===== src/rtl/weight_update.sv =====
// weight_update: sign-error LMS coefficient update stage with tap delay line.
// Ports:
//   clk, rst          clock; asynchronous active-high reset
//   x_in/x_valid      new input sample, shifted in when x_ready (IDLE)
//   x_ready           delay line accepts a sample
//   error/err_valid   error sample from the error stage
//   err_ready         engine idle; error accepted on err_valid & err_ready
//   w_addr/w_data     combinational coefficient read port, 0 beyond TAPS
//   busy              update pass in progress
//   update_done       one-cycle pulse at the end of a pass
// Optional build macro: WU_LEAKAGE_EN enables leaky LMS (w -= w >>> LEAK_SHIFT).
module weight_update #(
  parameter int WIDTH      = 16,
  parameter int TAPS       = 8,
  parameter int ADDR_W     = 3,
  parameter int MU_SHIFT   = 4,
  parameter int LEAK_SHIFT = 8
) (
  input  logic              clk,
  input  logic              rst,
  input  logic [WIDTH-1:0]  x_in,
  input  logic              x_valid,
  output logic              x_ready,
  input  logic [WIDTH-1:0]  error,
  input  logic              err_valid,
  output logic              err_ready,
  input  logic [ADDR_W-1:0] w_addr,
  output logic [WIDTH-1:0]  w_data,
  output logic              busy,
  output logic              update_done
);
`ifdef WU_LEAKAGE_EN
  localparam int LEAK_ON = 1;
`else
  localparam int LEAK_ON = 0;
`endif
  // One guard bit for the delta sum, a second one when the leak term is also subtracted.
  localparam int SW = WIDTH + 1 + LEAK_ON;
  localparam logic [ADDR_W-1:0] LAST = ADDR_W'(TAPS - 1);
  localparam logic [ADDR_W:0] TAPS_W = (ADDR_W + 1)'(TAPS);
  typedef enum logic [1:0] {IDLE, UPDATE, DONE} state_t;
  state_t state_q, state_d;
  logic [ADDR_W-1:0] idx_q, idx_d;
  logic [1:0] sgn_q, sgn_d;
  logic signed [WIDTH-1:0] w_q [TAPS];
  logic signed [WIDTH-1:0] xd_q [TAPS];
  logic signed [WIDTH-1:0] w_sel, delta, w_new;
  logic signed [SW-1:0] lterm, dterm, sum;
  logic ovf, x_acc;
  assign x_ready = state_q == IDLE;
  assign err_ready = state_q == IDLE;
  assign busy = state_q != IDLE;
  assign update_done = state_q == DONE;
  assign x_acc = x_valid & x_ready;
  assign w_data = {1'b0, w_addr} < TAPS_W ? w_q[w_addr] : '0;
  always_comb begin
    w_sel = w_q[idx_q];
    delta = xd_q[idx_q] >>> MU_SHIFT;
    lterm = LEAK_ON != 0 ? SW'(w_sel >>> LEAK_SHIFT) : '0;
    // sgn_q is {positive, negative}; both clear means a zero error.
    dterm = sgn_q[1] ? SW'(delta) : sgn_q[0] ? -SW'(delta) : '0;
    sum = SW'(w_sel) - lterm + dterm;
    // In range only when all bits above the result sign agree with it.
    ovf = ~(&sum[SW-1:WIDTH-1] | ~|sum[SW-1:WIDTH-1]);
    w_new = ovf ? {sum[SW-1], {(WIDTH-1){~sum[SW-1]}}} : sum[WIDTH-1:0];
  end
  always_comb begin
    state_d = state_q;
    idx_d = idx_q;
    sgn_d = sgn_q;
    if (state_q == IDLE && err_valid) begin
      state_d = UPDATE;
      idx_d = '0;
      sgn_d = {~error[WIDTH-1] & |error, error[WIDTH-1]};
    end else if (state_q == UPDATE) begin
      idx_d = idx_q + 1'b1;
      state_d = idx_q == LAST ? DONE : UPDATE;
    end else if (state_q == DONE) begin
      state_d = IDLE;
    end
  end
  always_ff @(posedge clk or posedge rst) begin
    if (rst) begin
      state_q <= IDLE;
      idx_q <= '0;
      sgn_q <= '0;
      for (int i = 0; i < TAPS; i++) begin
        w_q[i] <= '0;
        xd_q[i] <= '0;
      end
    end else begin
      state_q <= state_d;
      idx_q <= idx_d;
      sgn_q <= sgn_d;
      if (x_acc) begin
        xd_q[0] <= x_in;
        for (int i = 1; i < TAPS; i++) xd_q[i] <= xd_q[i-1];
      end
      if (state_q == UPDATE) w_q[idx_q] <= w_new;
    end
  end
endmodule


===== config.mk =====
export PLATFORM = sky130hd
export DESIGN_NAME = weight_update
export DESIGN_NICKNAME = d
export VERILOG_FILES = /design/src/rtl/weight_update.sv
export SDC_FILE = /design/constraint.sdc
export NUM_CORES = 1
export LEC_CHECK = 0
export CORE_MARGIN = 3
export CORE_UTILIZATION = 48
export CTS_CLUSTER_SIZE = 40
export DETAILED_ROUTE_END_ITERATION = 6
export PLACE_DENSITY = 0.66
export SETUP_SLACK_MARGIN = 0.15
export SKIP_CTS_REPAIR_TIMING = 1
export SYNTH_ARGS = -nofsm -noshare
export SYNTH_HDL_FRONTEND = slang
export SYNTH_SLANG_ARGS = --single-unit
export TNS_END_PERCENT = 20

===== constraint.sdc =====
create_clock -name clk -period 17.8 [get_ports clk]
set_input_delay 5.34 -clock clk [delete_from_list [all_inputs] [get_ports clk]]
set_output_delay 5.34 -clock clk [all_outputs]
set_load 0.02 [all_outputs]

# Word level (Yosys, flattened, before mapping)
# Index checks and enable logic that the tools add are counted.
# totals
ff_bits	263
output_inout_bits	20
# classes
reduce_logical	10
n_eq_ne	3
mux	21
order_cmp	3
n_bitwise	7
n_addsub	3
# op_table
op	n
binary-select mux 16 bit (select 3 bit)	3
bitwise mux 128 bit	1
two-way mux 16 bit	8
demux 16 bit (select 3 bit)	1
two-way mux 17 bit	2
adder 16 x 17 -> 17 bit	1
negation 17 bit	1
OR reduction 16 bit	1
greater-or-equal comparator 4 bit (second input constant)	2
two-way mux 2 bit	4
NOT 3 -> 4 bit	2
two-way mux 3 bit	2
< comparator 4 x 1 -> 1 bit (second input constant)	1
nonzero test 2 bit	2
adder 3 x 1 -> 3 bit (second input constant)	1
== test 3 bit (second input constant)	1
nonzero test 3 bit	1
bitwise AND 1 bit	2
== test 2 x 1 -> 1 bit (second input constant)	1
== test 2 bit (second input constant)	1
logical AND 1 bit	2
logical NOT 2 bit	1
NOT 1 bit	2
AND reduction 2 bit	1
3 further kinds	3

# Depth between registers and ports, before layout
# Gate-level depths: netlist of the first run.
# logic_depth
word_depth	13
depth_mapped	26
depth_no_buf	20

# Worst setup path after synthesis of the first run
# Ideal clock, no wire load.
# synth_timing
path_kind	input port to output port
from	in w_addr[0]
to	out w_data[0]
cell_stages	4
path_buffers	2
t_required_ns	12.460
arrival_ns	6.977
path_slack_ns	5.483
cell_sequence	clkbuf_1 buf_1 mux4_2 mux2_2
# synth_via
elab_chain_len	4
# synth_lines
item	line	rtl
start, declared	27	input logic [ADDR_W-1:0] w_addr,
NOT 3 -> 4 bit (not written as such)	55	assign w_data = {1'b0, w_addr} < TAPS_W ? w_q[w_addr] : '0;
binary-select mux 16 bit (select 3 bit)	55	
two-way mux 16 bit (not written as such) (2 in series)	55	
end, declared	28	output logic [WIDTH-1:0] w_data,
# Every way passes these cells. The select of a mux whose other input is x is not followed.

# Final worst setup path of the first run
# layout_timing
from	in w_addr[2]
to	out w_data[8]
# The elaborated chain is that of the path after synthesis.

==> results.cfg, run 1 <==
[synth]
yosys_warnings = 0
synth_top_area_cell = dfrtp_1
synth_cells = 1179
synth_xor_area_frac = 0.00924
synth_mux_area_frac = 0.218
synth_top_area_frac = 0.440
avgSynthCellArea_um2 = 11.1
async_flop_share = 1.00
synthTopCellsByArea = dfrtp_1, mux2_2, o31ai_1
synth_top_family_by_area = multiplexers
synth-compound-area-share = 0.189
synth_flop_cell = dfrtp_1
synth-edff-count = 0
synth_nets = 1238
synth-simple-area-share = 0.0867
synth.distinct_cells = 66
seq_area_frac_synth = 0.440
yosys_register_bits = 231
synth_area_um2 = 13100
synthAdderAreaFrac = 0.0196

[sta]
fin_skew_ns = 0.0234
tns_ns = 0
finalCritPeriodShare = 0.723
hold_viol = 0
setup_viol_count_final = 0
rsz0062_at_grt = false
period_minus_slack_ns = 12.87
drv_slew = 0
slew_headroom = 0.272
fin_ws_ns = 4.93
tightestPinTransition_ns = 1.09
max_freq_mhz = 77.7

[floorplanning]
core_um2 = 26500
die_y_um = 171
start_util = 0.496
row_count = 59
die_x_um = 171
die_area_um2 = 29400
ios = 59

[setup_path]
path_max_fanout = 16
cpPeakStageDelay_ns = 1.19
crit_chain = clkdlybuf4s50_1 -> mux2_2 -> clkdlybuf4s50_1
cp_num_buf_inv = 2
required_ns = 12.46
r2r_slack_ns = 10.77
crit_family = buffers and inverters
critPathKind = input port to output port
crit_slowest_cell = clkdlybuf4s50_1
cp.arrival_ns = 7.53
setup.worst_path.start_class = input port
crit_top_cell = clkdlybuf4s50_1
cp-end-kind = output port

[cts]
clockBufferDepth = 3
cts_tree = yes
clock-sinks = 231
htreeDepth = 1
clkLatencyLatePin_ns = 0.55
path_clk_slew_ns = 0.06
cts_root_buffer = clkbuf_16
cts_buffers = 26

[detailed_routing]
drt_iter0_markers = 881
wl_um = 33100
antenna_left = 0
vias = 9728
vias_per_cell = 6.32
wire_per_inst_um = 21.5
post-route-drc-count = 0
drt_pass1_iterations = 7

[global_route]
overflow = 0
grt_antenna_before_repair = 0
grtUsageTotal = 0.227
grt_first_pass_wirelength_um = 53300
grt_pass1_vias = 9506
grt_max_degree = 85

[final_layout]
area_delta_synth_final_pct = 11.7
final_net_count = 1245
antennaDiodeCount = 0
drive_gt1_frac = 0.223

[run_status]
outcome = finished, final reports clean

[placement]
place_hpwl_um = 20100
dp_slack_ns = 4.89
gp_congestion = 0.861
portBuffers = 54

[flow_run]
cap_violations = 0

[min_path]
hold_path_class = register to register
-- cell usage after synthesis (8+ instances only) --
master and number:
a211oi_1 8, a21oi_1 31, a221oi_1 12, a22oi_1 14, a31oi_1 8, a41oi_4 10
buf_1 14, buf_2 19, buf_4 8, clkbuf_1 53, dfrtp_1 231, ha_1 19
inv_1 13, mux2_2 139, mux2i_1 40, mux4_2 37, nand2_1 170, nand3_1 10
nor2_1 50, nor3_1 8, o21ai_0 40, o221ai_1 14, o22ai_1 10, o31ai_1 120
xnor2_1 9
-- worst register-to-register path, cell delays in order, from the launching register on --
cell      delay (ns)
dfrtp_4         0.75
buf_4           0.61
and2b_1         0.50
buf_4           0.29
a221oi_1        0.11
o22ai_1         0.47
nor3b_2         0.18
and3_1          0.25
a211oi_1        0.25
a31oi_1         0.06
o21ai_0         0.21
ha_1            0.34
a211oi_1        0.29
o21ai_0         0.14
o211ai_1        0.23
a31oi_1         0.19
or4_1           0.49
o21a_1          0.18
buf_4           0.26
a31oi_4         0.20
buf_4           0.63
o31ai_1         0.23
-- state kept, by name (all words and copies together), names as in the netlist --
| register | count |
|---|---|
| w_q | 128 |
| xd_q | 96 |
| idx_q | 3 |
| sgn_q | 2 |
| state_q | 2 |
-- metrics by stage --
stage,instances,util,hold WS [ns],area [um2]
finish,1539,0.554,0.499,14700
global route,1539,0.554,0.513,14700
CTS,1539,0.554,0.502,14700
detailed placement,1493,0.522,0.489,13800
global placement,1493,0.522,0.475,13800
floorplan,1179,-,0.460,13100
-- cell type report --
type / instances / area [um2]
sequential: 231 / 5790
multi-input combinational: 837 / 6880
tap: 335 / 419
fill: 2312 / 11800
clock buffer: 42 / 771
inverter: 15 / 63.8
clock inverter: 4 / 56.3
timing repair buffer: 75 / 693
-- kinds of logic after synthesis --
group	count (synthesis)
and+or+nand+nor	271
adders and majority gates	20
DFF	231
buffers and inverters	111
muxes	222
AOI/OAI and AO/OA	311
xor gates and xnor gates	13
-- worst paths after layout --
check / from / end / depth (start not counted)
setup / recovery: w_addr[2] / w_data[8] / 3
hold / removal: w_q[25] / w_q[25] / 2
setup reg to reg: idx_q[1] / w_q[71] / 21
hold reg to reg: w_q[25] / w_q[25] / 2
max in group asynchronous: rst / idx_q[1] / 3
min in group asynchronous: rst / xd_q[54] / 2
-- layer usage --
metal	vias to the layer above	wire length (um)	track usage
met5	-	0	0
li1	4490	-	-
met4	0	979	0.0710
met2	271	15500	0.365
met1	4891	14800	0.324
met3	76	1840	0.0285
-- layout by cell type (no fill, tap or decap), drive strengths merged, types with 3 or more instances in the layout --
cell type,n
clkdlybuf4s50,53
a221oi,13
o31ai,120
mux4,37
xor2,4
nor2,52
a22oi,14
dfrtp,231
a41oi,14
o221ai,14
o21ai,40
nand3,10
o211ai,3
a311oi,3
nor4,5
and3,5
clkbuf,42
mux2i,40
a221o,4
mux2,145
nand2,170
a21oi,31
o22ai,10
inv,15
clkinv,3
o21a,6
a32oi,3
a211oi,8
ha,19
xnor2,9
buf,22
nor3,8
nor2b,3
a211o,3
a31oi,13
and2,6
Power of run 1 is left out: the tool's default activity adds up to more than one toggle a clock period on the data nets, which glitch-free logic cannot reach.
==> inputs of run 2 (changes only) <==
- PLACE_DENSITY: 0.66 -> 0.68
- clock period: 17.8 -> 11.8 ns (I/O delays scaled with it)
==> run 2 against run 1 <==
Wire length barely moved; clock skew fell by 0.00082 ns; count of clock-buffer cells in the layout fell by 2; worst hold slack improved by 0.0029 ns; worst setup slack got worse by 2.5 ns; sequential share of layout area fell by 0.11 points; highest routed layer unchanged; non-clock buffer count did not move; die area did not move; critical endpoint is now w_data[7]; cell count barely moved; core utilization rose by 0.15 points; register-to-register slack got worse by 6.0 ns.
==> results.cfg, run 2 (synthesized netlist as in run 1, its figures left out) <==
[setup_path]
setup.worst_path.start_class = input port
r2r_start = idx_q[1]
cp-end-kind = output port
critPathKind = input port to output port
path_max_fanout = 22
rr_worst_depth = 19
cp.arrival_ns = 5.79
r2r-end = w_q[99]
startpoint = w_addr[0]
r2r_slack_ns = 4.77
required_ns = 8.26
endpoint = w_data[7]

[cts]
cts_root_buffer = clkbuf_16
cts_tree = yes
clockBufferDepth = 3
htreeDepth = 1
cts_buffers = 26
clkLatencyLatePin_ns = 0.54
clock-sinks = 231
path_clk_slew_ns = 0.06

[global_route]
grt_max_degree = 95
grt_antenna_before_repair = 0
overflow = 0
grtUsageTotal = 0.228
grt_pass1_vias = 9689
grt_first_pass_wirelength_um = 53400

[placement]
placedInstanceArea_um2 = 13800
portBuffers = 54
place_hpwl_um = 20400
gp_congestion = 0.860

[detailed_routing]
drt_iter0_markers = 920
wire_per_inst_um = 21.5
vias = 9722
antenna_left = 0
vias_per_cell = 6.31
drt_pass1_iterations = 6
wl_um = 33100
post-route-drc-count = 0

[flow_run]
cap_violations = 0

[floorplanning]
die_x_um = 171
die_area_um2 = 29400
ios = 59
start_util = 0.496
core_um2 = 26500
die_y_um = 171
row_count = 59

[sta]
tightestPinTransition_ns = 1.07
hold_viol = 0
period_minus_slack_ns = 9.33
finalCritPeriodShare = 0.791
max_freq_mhz = 107
rsz0062_at_grt = false
tns_ns = 0
fin_skew_ns = 0.0226
setup_viol_count_final = 0
slew_headroom = 0.284
drv_slew = 0

[min_path]
hold_path_class = register to register
hold_depth = 2

[final_layout]
area_delta_synth_final_pct = 12.0
final_cell_mix = dfrtp_1, nand2_1, mux2_2
top_register = w_q
reg.largest.list = w_q: 128 flops, xd_q: 96 flops, idx_q: 3 flops
final_net_count = 1245
layout_commonest_cell = dfrtp_1
drive_gt1_frac = 0.228
antennaDiodeCount = 0
post-route-cell-area_um2 = 14700
largest_reg_flops = 128

[run_status]
outcome = finished, final reports clean
run 2: cell count changes in the layout (fill, tap and decap cells not counted):
cell        before  now
clkbuf_8         6    8
clkbuf_1        10    5
clkinv_2         2    5
clkbuf_16       26   27
clkinvlp_4       0    1
clkinv_8         1    0
run 2: routing by layer:
metal  part of all wire  wire, um  track usage  vias to the layer above
met5                  0         0            0                        -
met4              0.027       895       0.0640                        0
met3              0.046      1530       0.0285                       62
met2               0.48     15700        0.376                      263
met1               0.45     14900        0.320                     4907
li1                   -         -            -                     4490
run 2: area by class of cell:
type | instances | area [um2]
Inverter | 15 | 63.8
Fill cell | 2250 | 11800
Timing Repair Buffer | 75 | 693
Clock buffer | 40 | 805
Tap cell | 335 | 419
Multi-Input combinational cell | 837 | 6880
Sequential cell | 231 | 5790
Clock inverter | 7 | 62.6
run 2: critical path, cell delays in order:
cell and delay, ns:
buf_2 0.33, buf_4 0.48, mux4_2 0.57, mux2_2 0.29, clkdlybuf4s50_1 0.54
run 2: metrics by stage:
step	std cells	setup slack (ns)	hold slack [ns]	util
3_5_place_dp	1493	2.42	0.486	0.522
4_1_cts	1540	2.41	0.502	0.555
3_3_place_gp	1493	2.45	0.477	0.522
2_1_floorplan	1179	1.93	0.460	-
6_report	1540	2.47	0.502	0.555
5_1_grt	1540	2.32	0.521	0.555
run 2: how the worst min path moves through the flow:
stage	start	end
after floorplan	w_q[17]	w_q[17]
after global placement	w_q[7]	w_q[7]
after detailed placement	w_q[7]	w_q[7]
after CTS	w_q[74]	w_q[74]
after global routing	xd_q[15]	xd_q[15]
final	w_q[29]	w_q[29]
Power of run 2 is left out for the same reason.
==> inputs of run 3 (changes only) <==
- PLACE_DENSITY: 0.68 -> 0.66
- clock period: 11.8 -> 9.55 ns (I/O delays scaled with it)
==> run 3 against run 2 <==
Sequential share of layout area is 0.18 points lower; core utilization is 0.25 points higher; first-iteration DRC count is 5.3% higher; highest routed layer unchanged.
==> results.cfg, run 3 (synthesized netlist as in run 1, its figures left out) <==
[final_layout]
area_delta_synth_final_pct = 12.6
layout_commonest_cell = dfrtp_1
largest_reg_flops = 128
top_register = w_q
reg.largest.list = w_q: 128 flops, xd_q: 96 flops, idx_q: 3 flops
final_net_count = 1248
final_cell_mix = dfrtp_1, nand2_1, mux2_2
antennaDiodeCount = 0
drive_gt1_frac = 0.229

[global_route]
grtUsageTotal = 0.227
grt_antenna_before_repair = 0
grt_pass1_vias = 9523
overflow = 0
grt_first_pass_wirelength_um = 53000
grt_max_degree = 89

[setup_path]
path_max_fanout = 24
cp_num_buf_inv = 3
required_ns = 6.69
cp.arrival_ns = 5.20
crit_chain = buf_2 -> buf_4 -> mux4_2 -> mux2_2 -> clkdlybuf4s50_1
cp-end-kind = output port
critPathKind = input port to output port
crit_family = buffers and inverters
crit_slowest_cell = buf_2
cpPeakStageDelay_ns = 0.66
setup.worst_path.start_class = input port

[floorplanning]
die_y_um = 171
ios = 59
start_util = 0.496
die_x_um = 171
row_count = 59
core_um2 = 26500
die_area_um2 = 29400

[sta]
rsz0062_at_grt = false
max_freq_mhz = 124
slew_headroom = 0.310
fin_skew_ns = 0.00976
finalCritPeriodShare = 0.845
hold_viol = 0
period_minus_slack_ns = 8.07
tightestPinTransition_ns = 1.03
tns_ns = 0
drv_slew = 0
setup_viol_count_final = 0

[cts]
path_clk_slew_ns = 0.06
clock-sinks = 231
cts_buffers = 26
htreeDepth = 1
clkLatencyLatePin_ns = 0.54
clockBufferDepth = 3
cts_tree = yes
cts_root_buffer = clkbuf_16

[detailed_routing]
antenna_left = 0
drt_pass1_iterations = 5
vias_per_cell = 6.27
wire_per_inst_um = 21.5
vias = 9667
wl_um = 33100
post-route-drc-count = 0
drt_iter0_markers = 969

[placement]
gp_congestion = 0.847
place_hpwl_um = 20100
portBuffers = 54

[run_status]
outcome = finished, final reports clean

[flow_run]
cap_violations = 0

[min_path]
hold_path_class = register to register
## run 3: worst register-to-register path: stages, from the launching register on
cell and delay [ns]:
dfrtp_2 0.53, buf_4 0.64, and2_1 0.82, a22oi_1 0.22, o221ai_1 0.43, inv_1 0.11, and3_1 0.24, a211oi_1 0.24
a31oi_1 0.06, o21ai_0 0.21, ha_1 0.33, a211oi_1 0.28, o21ai_0 0.15, o211ai_1 0.23, a31oi_1 0.19, or4_1 0.49
o21a_1 0.18, buf_4 0.25, a31oi_4 0.59, buf_4 0.58, o31ai_1 0.19
## run 3: stage by stage
step / instance area, um2 / util / hold WS, ns / worst slack [ns] / cells
3_3_place_gp: 13900 / 0.523 / 0.479 / 1.47 / 1496
4_1_cts: 14800 / 0.558 / 0.497 / 1.43 / 1542
5_1_grt: 14800 / 0.558 / 0.516 / 1.31 / 1542
2_1_floorplan: 13100 / - / 0.460 / 0.352 / 1179
6_report: 14800 / 0.558 / 0.493 / 1.48 / 1542
3_5_place_dp: 13900 / 0.523 / 0.483 / 1.45 / 1496
## run 3: worst paths after layout
path	from	to	slack, ns	depth (start not counted)
worst max register to register	idx_q[0]	w_q[40]	2.44	20
worst min-delay path	w_q[0]	w_q[0]	0.49	2
min in group asynchronous	rst	xd_q[88]	2.82	2
worst max-delay path	w_addr[0]	w_data[15]	1.48	5
worst min register to register	w_q[0]	w_q[0]	0.49	2
max in group asynchronous	rst	w_q[111]	5.22	3
## run 3: metal layers
metal	GRT usage	vias up	share of wire
li1	-	4488	-
met4	0.0626	0	0.027
met5	0	-	0
met3	0.0326	53	0.055
met2	0.379	298	0.48
met1	0.314	4828	0.44
## run 3: layout make-up
cell class | instances | area [um2]
clock buffer | 38 | 777
inverter | 15 | 63.8
multi-input combinational | 837 | 6880
clock inverter | 8 | 140
timing repair buffer | 78 | 716
tap | 335 | 419
sequential | 231 | 5790
fill | 2287 | 11700
Power of run 3 is left out for the same reason.
